[config.mk]
export PLATFORM = sky130hd
export DESIGN_NAME = hazard_ctrl
export DESIGN_NICKNAME = d
export VERILOG_FILES = /design/src/rtl/hazard_ctrl.sv
export SDC_FILE = /design/constraint.sdc
export NUM_CORES = 1
export LEC_CHECK = 0
export BUFFER_PORTS_ARGS = -buffer_cell sky130_fd_sc_hd__buf_4
export CORE_ASPECT_RATIO = 2
export CORE_MARGIN = 2
export CORE_UTILIZATION = 50
export CTS_BUF_LIST = sky130_fd_sc_hd__clkbuf_16
export DETAILED_ROUTE_END_ITERATION = 6
export HOLD_SLACK_MARGIN = 0.08
export PLACE_DENSITY_LB_ADDON = 0.2
export SYNTH_ARGS = -nofsm -noshare
export SYNTH_HDL_FRONTEND = slang
export SYNTH_SLANG_ARGS = --single-unit
[constraint.sdc]
create_clock -name clk -period 3.24 [get_ports clk]
set_input_delay 0.486 -clock clk [delete_from_list [all_inputs] [get_ports clk]]
set_output_delay 0.486 -clock clk [all_outputs]
set_load 0.01 [all_outputs]
[src/rtl/hazard_ctrl.sv]
// Pipeline hazard controller: freezes on data-memory wait, flushes on taken branch,
// inserts a one-cycle bubble on load-use, and keeps stall/timeout statistics.
module hazard_ctrl #(
    parameter int STALL_CNT_W = 32,
    parameter int MEM_TIMEOUT = 255
) (
    input  logic                   clk,
    input  logic                   rst,
    input  logic [4:0]             id_rs1,
    input  logic [4:0]             id_rs2,
    input  logic                   id_uses_rs1,
    input  logic                   id_uses_rs2,
    input  logic [4:0]             ex_rd,
    input  logic                   ex_mem_read,
    input  logic                   ex_branch_taken,
    input  logic                   mem_req,
    input  logic                   mem_ready,
    output logic                   pc_en,
    output logic                   if_id_en,
    output logic                   id_ex_en,
    output logic                   ex_mem_en,
    output logic                   mem_wb_en,
    output logic                   if_id_flush,
    output logic                   id_ex_flush,
    output logic                   redirect,
    output logic [STALL_CNT_W-1:0] stall_cycles,
    output logic                   mem_timeout
);

    typedef enum logic {
        RUN      = 1'b0,
        MEM_WAIT = 1'b1
    } state_t;

    localparam logic [15:0]            TIMEOUT_VAL = 16'(MEM_TIMEOUT);
    localparam logic [STALL_CNT_W-1:0] STALL_MAX   = {STALL_CNT_W{1'b1}};
    localparam logic [STALL_CNT_W-1:0] STALL_ONE   = {{(STALL_CNT_W-1){1'b0}}, 1'b1};

    state_t                   state_q, state_d;
    logic                     redirect_pend_q, redirect_pend_d;
    logic [15:0]              wait_cnt_q, wait_cnt_d;
    logic [STALL_CNT_W-1:0]   stall_cycles_q, stall_cycles_d;
    logic                     mem_timeout_q, mem_timeout_d;

    logic mem_stall;
    logic load_use;
    logic br;

    always_comb begin
        mem_stall = mem_req && !mem_ready;
        load_use  = ex_mem_read && (ex_rd != 5'd0) &&
                    ((id_uses_rs1 && (id_rs1 == ex_rd)) ||
                     (id_uses_rs2 && (id_rs2 == ex_rd)));
        br        = ex_branch_taken || redirect_pend_q;
    end

    // Enables are combinational so the pipeline reacts in the same cycle as the hazard.
    always_comb begin
        pc_en       = 1'b0;
        if_id_en    = 1'b0;
        id_ex_en    = 1'b0;
        ex_mem_en   = 1'b0;
        mem_wb_en   = 1'b0;
        if_id_flush = 1'b0;
        id_ex_flush = 1'b0;
        redirect    = 1'b0;
        if (rst || mem_stall) begin
            pc_en = 1'b0;
        end else if (br) begin
            pc_en       = 1'b1;
            if_id_en    = 1'b1;
            id_ex_en    = 1'b1;
            ex_mem_en   = 1'b1;
            mem_wb_en   = 1'b1;
            if_id_flush = 1'b1;
            id_ex_flush = 1'b1;
            redirect    = 1'b1;
        end else if (load_use) begin
            id_ex_en    = 1'b1;
            ex_mem_en   = 1'b1;
            mem_wb_en   = 1'b1;
            id_ex_flush = 1'b1;
        end else begin
            pc_en     = 1'b1;
            if_id_en  = 1'b1;
            id_ex_en  = 1'b1;
            ex_mem_en = 1'b1;
            mem_wb_en = 1'b1;
        end
    end

    always_comb begin
        state_d         = mem_stall ? MEM_WAIT : RUN;
        // A branch resolved during a freeze is parked until the pipeline can move again.
        redirect_pend_d = mem_stall ? (redirect_pend_q || ex_branch_taken) : 1'b0;

        wait_cnt_d = wait_cnt_q;
        if (state_q == RUN) begin
            if (mem_stall) begin
                wait_cnt_d = 16'd0;
            end
        end else if (!mem_ready && (wait_cnt_q < TIMEOUT_VAL)) begin
            wait_cnt_d = wait_cnt_q + 16'd1;
        end

        mem_timeout_d = mem_timeout_q || (wait_cnt_d == TIMEOUT_VAL);

        stall_cycles_d = stall_cycles_q;
        if (!pc_en && (stall_cycles_q != STALL_MAX)) begin
            stall_cycles_d = stall_cycles_q + STALL_ONE;
        end
    end

    always_ff @(posedge clk or posedge rst) begin
        if (rst) begin
            state_q         <= RUN;
            redirect_pend_q <= 1'b0;
            wait_cnt_q      <= 16'd0;
            stall_cycles_q  <= '0;
            mem_timeout_q   <= 1'b0;
        end else begin
            state_q         <= state_d;
            redirect_pend_q <= redirect_pend_d;
            wait_cnt_q      <= wait_cnt_d;
            stall_cycles_q  <= stall_cycles_d;
            mem_timeout_q   <= mem_timeout_d;
        end
    end

    assign stall_cycles = stall_cycles_q;
    assign mem_timeout  = mem_timeout_q;

endmodule

==> results_dict.tcl <==
set metrics [dict create \
    ir_worst_vdd_v 0.000624 \
    maxCapViolCount 0 \
    fin_ws_ps 959 \
    initialDrtViolationCount 32 \
    hpwl_mm 4.15 \
    syn_area_per_cell_sq_um 10.2 \
    hp-class "in -> async" \
    cp_common_cell "buf_4" \
    place_inst 382 \
    gr-total-overflow 0 \
    gp_congestion 0.813 \
    cp_slowest_cell "or4_1" \
    worstPathRequired_ps 2750 \
    io_buffers 63 \
    yosysWarnings 0 \
    relSlewSlack_pct 57.7 \
    setup_viol 0 \
    arrival_ps 1800 \
    grt_max_degree 52 \
    tightestPinTransition_ps 634 \
    post_dp_cell_area_sq_um 3200 \
    hold_viol 0 \
    synthArstFlopShare_pct 100 \
    p_clk_share_pct 32.1 \
    initial_core_util_pct 51.1 \
    p_leak_nw 1.68 \
    cts_hold_buf 0 \
    fin_nets 354 \
    path_clk_slew_ps 60 \
    synthFlopType "dfrtp_1" \
    num_antenna_cells 0 \
    ios 64 \
    worstSkewPairLatency_ps 280 \
    fmax_ghz 0.438 \
    drc 0 \
    fin_skew_ps 5.85 \
    place_ws_ps 818 \
    chipWidth_um 56.2 \
    net-switching-power_uw 420 \
    drt.antenna.violating_nets 0 \
    fin_crit_sh_pct 70.4 \
    detail_route.wl_per_cell_um 14.4 \
    syn-num-nets 293 \
    yosys_register_bits 51 \
    crit_path_end_kind "output port" \
    drv_slew 0 \
    p_int_mw 1.11 \
    p_total_mw 1.53 \
    seq_area_frac_synth_pct 46.9 \
    die-area_sq_um 6080 \
    startpoint_type "input port" \
    fin_cells 390 \
    grt_antenna_before_repair 0 \
    cts_max_level 2 \
    syn_inst 268 \
    drive_gt1_share_pct 25.8 \
    pwr-share-comb_pct 19.4 \
    firstDrtPassIters 4 \
    finalWirelength_mm 5.60 \
    grt_usage_pct 19.1 \
    hold_ws_ps 416 \
    power_frac_seq_pct 48.5 \
    cts_tree "yes" \
    grt_pass1_wl_mm 9.44 \
    critPathMaxFanout 4 \
    ys_types 42 \
    rsz0062_at_grt "false" \
    via_per_inst 5.67 \
    cpPeakStageDelay_ps 510 \
    status "finished clean" \
    cts_inserted_buffers 5 \
    floorplan.die.height_um 108 \
    cts.sinks 51 \
    p_sw_share_pct 27.5 \
    areaGrowthSynthToFinish_pct 22.8 \
    design_area_sq_um 3340 \
    row_count 38 \
    criticalPathCategory "in -> out" \
    period_needed_ps 2280 \
    root_buffer "clkbuf_16" \
    post-route-util_pct 62.7 \
    postCtsSetupRepairBufs 0 \
    clock_path_buffers 2 \
    post_cts_resized 0 \
    powerDensity_nw_per_um2 457 \
    grt_pass1_vias 2127 \
    setup_tns_ps 0 \
    crit_path_cell_trace "buf_4, or4_1, o21a_1, a21o_1, nand2_1, buf_4" \
    synth-edff-count 0 \
    syn_area_sq_um 2720 \
    vias 2210 \
    core_area_sq_um 5330 \
]
-- flip-flops by register name, indices dropped and copies added (netlist names) --
signal           cells
redirect_pend_q      1
mem_timeout          1
stall_cycles        32
state_q              1
wait_cnt_q          16
-- final timing paths --
kind / start / endpoint / slack [ps] / cells after the start
worst max-delay path: ex_rd[1] / pc_en / 960 / 6
min in group clk: mem_timeout / mem_timeout / 480 / 1
worst max register to register: stall_cycles[0] / stall_cycles[17] / 960 / 7
max in group asynchronous: rst / stall_cycles[4] / 2400 / 3
worst min-delay path: rst / wait_cnt_q[15] / 420 / 3
worst min register to register: mem_timeout / mem_timeout / 480 / 1
-- Yosys cell counts (5+ instances only) --
master	n	area, sq um
dfrtp_1	51	1280
xor2_1	25	219
nand3_1	23	115
nand2_1	21	78.8
nor2_1	21	78.8
xnor2_1	17	149
nand4_1	12	75.1
nor4_1	10	62.6
and2_1	9	56.3
inv_1	8	30.0
nor3_2	7	70.1
and3_1	5	31.3
o21ai_0	5	25.0
-- power groups by stage --
stage	combinational [mW]	sequential [mW]	clock, mW
after floorplan	0.159	0.759	0
after global placement	0.291	0.748	0
after detailed placement	0.300	0.749	0
after CTS	0.301	0.740	0.506
after global routing	0.324	0.750	0.534
final	0.296	0.741	0.490
-- cells in the final DEF, fill, tap and decap left out, types with 2 or more instances in the layout --
cell        n
buf_4      64
nand2b_1    2
xnor2_1    17
mux2i_1     3
o21ai_0     5
o31ai_1     3
nand2_1    21
nor4_2      3
o22ai_1     2
o211ai_1    4
and4_1      4
and2_1      9
nor3_1      3
a21oi_1     2
inv_1       9
nand4_1    12
nor3_2      7
nand3_1    23
a21o_1      2
ha_1        2
or3_1       2
dfrtp_1    51
nor2_1     21
and3_1      5
clkbuf_16   5
xor2_1     25
nor4_1     10
-- per-layer routing --
metal  global-route usage, %  vias up  part of all wire, %
li1                        -     1070                    -
met1                    24.9     1061                   44
met2                    31.8       70                   49
met3                    3.59        9                  5.7
met4                    6.46        0                  1.7
met5                       0        -                    0
-- worst max-delay path, delay by kind of cell --
family	cells	cell delay (ps)
buf+inv	2	250
compound gates	2	420
simple gates	2	640
-- logic make-up after synthesis --
family / synth area share, %
AND/OR/NAND/NOR: 27.3
flip-flops: 46.9
XOR/XNOR: 13.5
AO/OA/AOI/OAI: 5.88
buffers and inverters: 3.82
multiplexers: 1.66
adder cells (fa/ha/maj): 0.919
-- final cells by class --
type,count,area [sq um]
clock buffer,5,125
sequential,51,1280
clock inverter,3,12.5
inverter,8,30.0
tap,60,75.1
timing repair buffer,64,480
multi-input combinational,199,1340
fill,463,1980
Note: power is estimated with default switching activity, not from simulation.
